### src/rtl/quad_disp_pkg.sv
// Shared types and the hex-to-segment table for the multiplexed seven-segment display.
package quad_disp_pkg;

    // Segment vector ordered {g,f,e,d,c,b,a}; always active-high inside the design.
    typedef logic [6:0] seg7_t;

    localparam seg7_t SEG7_OFF = 7'h00;

    // Active-high patterns for 0-9, A, b, C, d, E, F. No entry is all-off.
    localparam seg7_t HEX_SEG7 [16] = '{
        7'h3F, 7'h06, 7'h5B, 7'h4F, 7'h66, 7'h6D, 7'h7D, 7'h07,
        7'h7F, 7'h6F, 7'h77, 7'h7C, 7'h39, 7'h5E, 7'h79, 7'h71
    };

    typedef enum logic {
        ST_BLANK = 1'b0,
        ST_ON    = 1'b1
    } slot_state_e;

endpackage

### src/rtl/seg7_hex_decoder.sv
// Combinational nibble -> seven-segment decode, active-high.
module seg7_hex_decoder
    import quad_disp_pkg::*;
(
    input  logic [3:0] i_nib,
    output seg7_t      o_seg
);

    assign o_seg = HEX_SEG7[i_nib];

endmodule

### src/rtl/quad_disp_scanner.sv
// Eight-digit multiplexed seven-segment scanner with per-slot blanking gap.
// The displayed word is latched once per scan so digits never tear mid-frame.
// Optional build macro QUAD_DISP_LZ_SUPPRESS_EN: darken leading-zero digits.
module quad_disp_scanner
    import quad_disp_pkg::*;
#(
    parameter int NUM_DIGITS          = 8,
    parameter int DIGIT_PERIOD_CYCLES = 50000,
    parameter int BLANK_CYCLES        = 500,
    parameter int ACTIVE_LOW          = 1
) (
    input  logic                    clk,
    input  logic                    rst,
    input  logic [4*NUM_DIGITS-1:0] i_value,
    input  logic [NUM_DIGITS-1:0]   i_digit_en,
    input  logic [NUM_DIGITS-1:0]   i_dp,
    output logic [NUM_DIGITS-1:0]   o_anode,
    output logic [6:0]              o_seg,
    output logic                    o_dp
);

    localparam int CNT_W = $clog2(DIGIT_PERIOD_CYCLES);
    localparam int IDX_W = (NUM_DIGITS > 1) ? $clog2(NUM_DIGITS) : 1;
    localparam logic [CNT_W-1:0] CNT_LAST  = CNT_W'(DIGIT_PERIOD_CYCLES - 1);
    localparam logic [CNT_W-1:0] BLANK_END = CNT_W'(BLANK_CYCLES);
    localparam logic [IDX_W-1:0] IDX_LAST  = IDX_W'(NUM_DIGITS - 1);
    localparam slot_state_e      ST_RESET  = (BLANK_CYCLES > 0) ? ST_BLANK : ST_ON;

    logic [CNT_W-1:0]        cnt_q, cnt_d;
    logic [IDX_W-1:0]        idx_q, idx_d;
    slot_state_e             state_q, state_d;
    logic [4*NUM_DIGITS-1:0] snap_value_q, snap_value_d;
    logic [NUM_DIGITS-1:0]   snap_en_q, snap_en_d;
    logic [NUM_DIGITS-1:0]   snap_dp_q, snap_dp_d;
    logic [NUM_DIGITS-1:0]   anode_q, anode_d;
    seg7_t                   seg_q, seg_d;
    logic                    dp_q, dp_d;

    logic                    scan_start;
    logic [NUM_DIGITS-1:0]   vis_en;
    logic [3:0]              nib;
    logic                    lit;
    seg7_t                   dec_seg;

    seg7_hex_decoder u_dec (
        .i_nib (nib),
        .o_seg (dec_seg)
    );

    // Slot/digit sequencing, snapshot capture and next output image.
    always_comb begin
        cnt_d = cnt_q + 1'b1;
        idx_d = idx_q;
        if (cnt_q == CNT_LAST) begin
            cnt_d = '0;
            idx_d = (idx_q == IDX_LAST) ? '0 : idx_q + 1'b1;
        end
        state_d = (cnt_d < BLANK_END) ? ST_BLANK : ST_ON;

        // The snapshot is bypassed on its capture cycle so the first slot of a
        // scan already sees the new word even with no blanking gap.
        scan_start   = (cnt_q == '0) && (idx_q == '0);
        snap_value_d = scan_start ? i_value    : snap_value_q;
        snap_en_d    = scan_start ? i_digit_en : snap_en_q;
        snap_dp_d    = scan_start ? i_dp       : snap_dp_q;

`ifdef QUAD_DISP_LZ_SUPPRESS_EN
        // A digit stays eligible if it or any higher enabled digit is nonzero.
        begin
            logic found;
            found     = 1'b0;
            vis_en    = '0;
            vis_en[0] = snap_en_d[0];
            for (int k = NUM_DIGITS - 1; k >= 1; k--) begin
                if (snap_en_d[k] && (snap_value_d[4*k +: 4] != 4'h0)) found = 1'b1;
                vis_en[k] = snap_en_d[k] & found;
            end
        end
`else
        vis_en = snap_en_d;
`endif

        nib     = snap_value_d[{idx_q, 2'b00} +: 4];
        lit     = (state_q == ST_ON) && vis_en[idx_q];
        anode_d = '0;
        seg_d   = SEG7_OFF;
        dp_d    = 1'b0;
        if (lit) begin
            anode_d[idx_q] = 1'b1;
            seg_d          = dec_seg;
            dp_d           = snap_dp_d[idx_q];
        end
    end

    // State, snapshot and output registers; reset restarts the scan at digit 0.
    always_ff @(posedge clk) begin
        if (rst) begin
            cnt_q        <= '0;
            idx_q        <= '0;
            state_q      <= ST_RESET;
            snap_value_q <= '0;
            snap_en_q    <= '0;
            snap_dp_q    <= '0;
            anode_q      <= '0;
            seg_q        <= SEG7_OFF;
            dp_q         <= 1'b0;
        end else begin
            cnt_q        <= cnt_d;
            idx_q        <= idx_d;
            state_q      <= state_d;
            snap_value_q <= snap_value_d;
            snap_en_q    <= snap_en_d;
            snap_dp_q    <= snap_dp_d;
            anode_q      <= anode_d;
            seg_q        <= seg_d;
            dp_q         <= dp_d;
        end
    end

    // Board polarity is applied only to the registered image.
    assign o_anode = (ACTIVE_LOW != 0) ? ~anode_q : anode_q;
    assign o_seg   = (ACTIVE_LOW != 0) ? ~seg_q   : seg_q;
    assign o_dp    = (ACTIVE_LOW != 0) ? ~dp_q    : dp_q;

endmodule

### config.mk
export PLATFORM = sky130hd
export DESIGN_NAME = quad_disp_scanner
export DESIGN_NICKNAME = d
export VERILOG_FILES = /design/src/rtl/quad_disp_pkg.sv /design/src/rtl/seg7_hex_decoder.sv /design/src/rtl/quad_disp_scanner.sv
export SDC_FILE = /design/constraint.sdc
export NUM_CORES = 1
export LEC_CHECK = 0
export CORE_ASPECT_RATIO = 1.4
export CORE_MARGIN = 5
export CORE_UTILIZATION = 55
export DETAILED_ROUTE_END_ITERATION = 6
export GPL_TIMING_DRIVEN = 0
export PLACE_DENSITY_LB_ADDON = 0.3
export RECOVER_POWER = 50
export SLEW_MARGIN = 40
export SYNTH_ARGS = -nofsm -noshare
export SYNTH_HDL_FRONTEND = slang
export SYNTH_SLANG_ARGS = --single-unit
### constraint.sdc
create_clock -name clk -period 5.25 [get_ports clk]
set_input_delay 0.7875 -clock clk [delete_from_list [all_inputs] [get_ports clk]]
set_output_delay 0.7875 -clock clk [all_outputs]
set_load 0.02 [all_outputs]
==> impl_metrics.yaml <==
setup_path:
  path_delay_family: "simple AND/OR/NAND/NOR gates"
  crit_type: "flop to flop"
  slowest_delay_ns: 0.50
  critPathSlowestCell: "nor3_2"
  cp_max_fo: 8
  arrival_ns: 4.15
  r2r_cells: 13
  worstPathRequired_ns: 5.52
  crit_cells: 13
  start_kind: "flop"
  cp_cell_sequence: "clkbuf_1 > clkinv_1 > ha_1 > and3b_1 > nand3_1 > mux2i_1 > o22ai_1 > nor3_2 > inv_1 > ha_1 > o21ai_0 > o21ai_0 > a221oi_1"
  crit_buf_inv: 3
  endpoint_kind: "flop"
clock_network:
  cts_root_buffer: "clkbuf_8"
  htree_levels: 3
  cts_resized: 0
  cts-buffers-inserted: 9
  clkTransAtPathRegs_ns: 0.09
  worstSkewPairLatency_ns: 0.36
  cts_max_path_buffers: 2
  postCtsSetupRepairBufs: 0
  ctsHoldBuffers: 0
  cts.sinks: 84
  cts_tree: "yes"
yosys:
  ys.flop_type: "dfxtp_1"
  syn_area_sq_mm: 0.00405
  synthArstFlopShare_pct: 0
  yosys-top-cells-area: "dfxtp_1 41%, nand2_1 7.3%, mux2i_1 5.4%"
  yosysWarningCount: 0
  avgSynthCellArea_sq_um: 8.34
  yosysUniqueCellTypes: 57
  synth_enable_flop_cells: 0
  synth-seq-area-share_pct: 41.5
  ys_seq_elements: 84
  synth_nets: 548
  synth.largest_area_cell: "dfxtp_1"
  synthCells: 486
  synth_top_area_share_pct: 41.5
final_layout:
  final_cell_mix: "84 x dfxtp_1, 79 x nand2_1, 50 x nor2_1"
  drive_above_1_share_pct: 6.17
  final_cell_count_no_fill: 664
  antenna_cells: 0
  areaGrowthSynthToFinish_pct: 22.6
  fin_nets: 624
  layout_commonest_cell: "dfxtp_1"
drt:
  drc: 0
  drt_iter0_markers: 260
  vias: 3732
  via_per_inst: 5.62
  avgRoutedWirePerCell_um: 15.7
  dr.pass1.iters: 6
  wl_um: 10500
  postRouteAntennaNets: 0
floorplanning:
  die-area_sq_mm: 0.00921
  start_util_pct: 55.8
  rows: 37
  core-area_sq_mm: 0.00727
  die_height_um: 112
  die_w_um: 82.5
  io_pins: 66
place:
  gp_congestion: 0.933
  dp.cells: 648
  portBuffers: 65
  dp_hpwl_um: 7860
global_route:
  grt_pass1_vias: 3746
  grt_pass1_wl_um: 17400
  grt_remaining_overflow: 0
  grt.total_usage_pct: 24.4
  grt_max_degree: 16
  antenna_found_initial: 0
sta:
  setup-violations-final: 0
  setup_tns_ns: 0
  max-slew-margin-rel_pct: 53.0
  hold_viol: 0
  rsz0062_at_grt: "false"
  clock-skew-final_ns: 0.0113
  tightest_slew_ns: 0.704
  fmax_ghz: 0.258
  fin_crit_sh_pct: 74.0
  slew_viol_final: 0
  min_period_ns: 3.88
power_and_ir_drop:
  p_per_area_mw_per_mm2: 275
  p_leak_uw: 0.00182
  power_uw: 1360
  peakVddDrop_mv: 0.156
hold_path:
  min_delay_path_depth: 2
  hold_class: "flop to flop"
flow_run:
  maxCapViolations: 0
run_status:
  status: "finished, final reports clean"
[path summary, 6_finish.rpt]
path                                         end        startpoint  slack (ns)
worst max-delay path                    seg_q[6]          idx_q[1]        1.37
worst min-delay path            snap_value_q[23]  snap_value_q[23]        0.46
worst max register to register          seg_q[6]          idx_q[1]        1.37
worst min register to register  snap_value_q[23]  snap_value_q[23]        0.46
[cell type report]
class	instances	area (sq um)
flip-flops and latches	84	1680
multi-input cells	343	2110
fillers	601	2300
clock buffers	9	124
clock inverters	7	51.3
plain buffers	29	113
inverters	30	113
well taps	97	121
repair buffers	65	651
[metrics by stage]
stage          setup slack [ns]  util [%]  hold slack (ns)  instance area (sq um)
6_report                   1.37      68.4            0.455                   4970
4_1_cts                    1.28      68.9            0.456                   5000
2_1_floorplan              2.03         -            0.428                   4050
3_3_place_gp               1.25      66.4            0.434                   4820
3_5_place_dp               1.33      66.4            0.444                   4830
5_1_grt                    1.02      68.4            0.476                   4970
[sequential cells by signal, indices dropped and copies added, names as in the netlist]
name / count
state_q: 1
snap_dp_q: 8
snap_en_q: 8
snap_value_q: 32
dp_q: 1
cnt_q: 16
anode_q: 8
idx_q: 3
seg_q: 7
[kinds of logic after synthesis]
kind of cell / after synthesis / share of synthesized area (%)
mux: 29 / 8.21
compound gates: 89 / 14.0
flops: 84 / 41.5
simple gates: 200 / 24.0
buf+inv: 59 / 5.80
xor+xnor: 13 / 2.81
fa+ha+maj: 12 / 3.70
[metal layers]
| metal | up-vias | routed length (um) | track usage [%] | part of all wire [%] |
|---|---|---|---|---|
| li1 | 1817 | - | - | - |
| met1 | 1743 | 4020 | 27.7 | 38 |
| met2 | 140 | 5410 | 42.2 | 52 |
| met3 | 32 | 674 | 4.53 | 6.4 |
| met4 | 0 | 348 | 12.1 | 3.3 |
| met5 | - | 0 | 0 | 0 |
[Yosys cell counts, types with 3 or more instances]
library cell  number
a22oi_1            5
mux2i_1           22
xnor2_1            6
dfxtp_1           84
nand3_1           17
nor2_1            49
ha_1              12
and3_1             3
o21ai_0           10
xor2_1             7
o22ai_1            7
nand4_1            4
nor2b_1            5
nor4_1             6
nor3_1            12
clkbuf_1          22
a211oi_1           4
inv_1             29
a21oi_1           39
buf_1              3
or3_1              5
o211ai_1           4
nand2_1           79
mux4_2             3
mux2_2             4
[worst register-to-register path: stages, from the launching register on]
cell,delay [ns]
dfxtp_1,0.33
clkbuf_1,0.35
clkinv_1,0.36
ha_1,0.30
and3b_1,0.22
nand3_1,0.33
mux2i_1,0.34
o22ai_1,0.13
nor3_2,0.50
inv_1,0.17
ha_1,0.24
o21ai_0,0.12
o21ai_0,0.15
a221oi_1,0.25
[where the power goes]
group	switching (uW)	leakage (uW)	internal, uW	total, uW
combinational	145	0.00104	112	257
clock	244	0.0000913	175	419
sequential	15.3	0.000686	673	688
total	404	0.00182	960	1360
No activity file was read; power rests on OpenSTA's default activity.
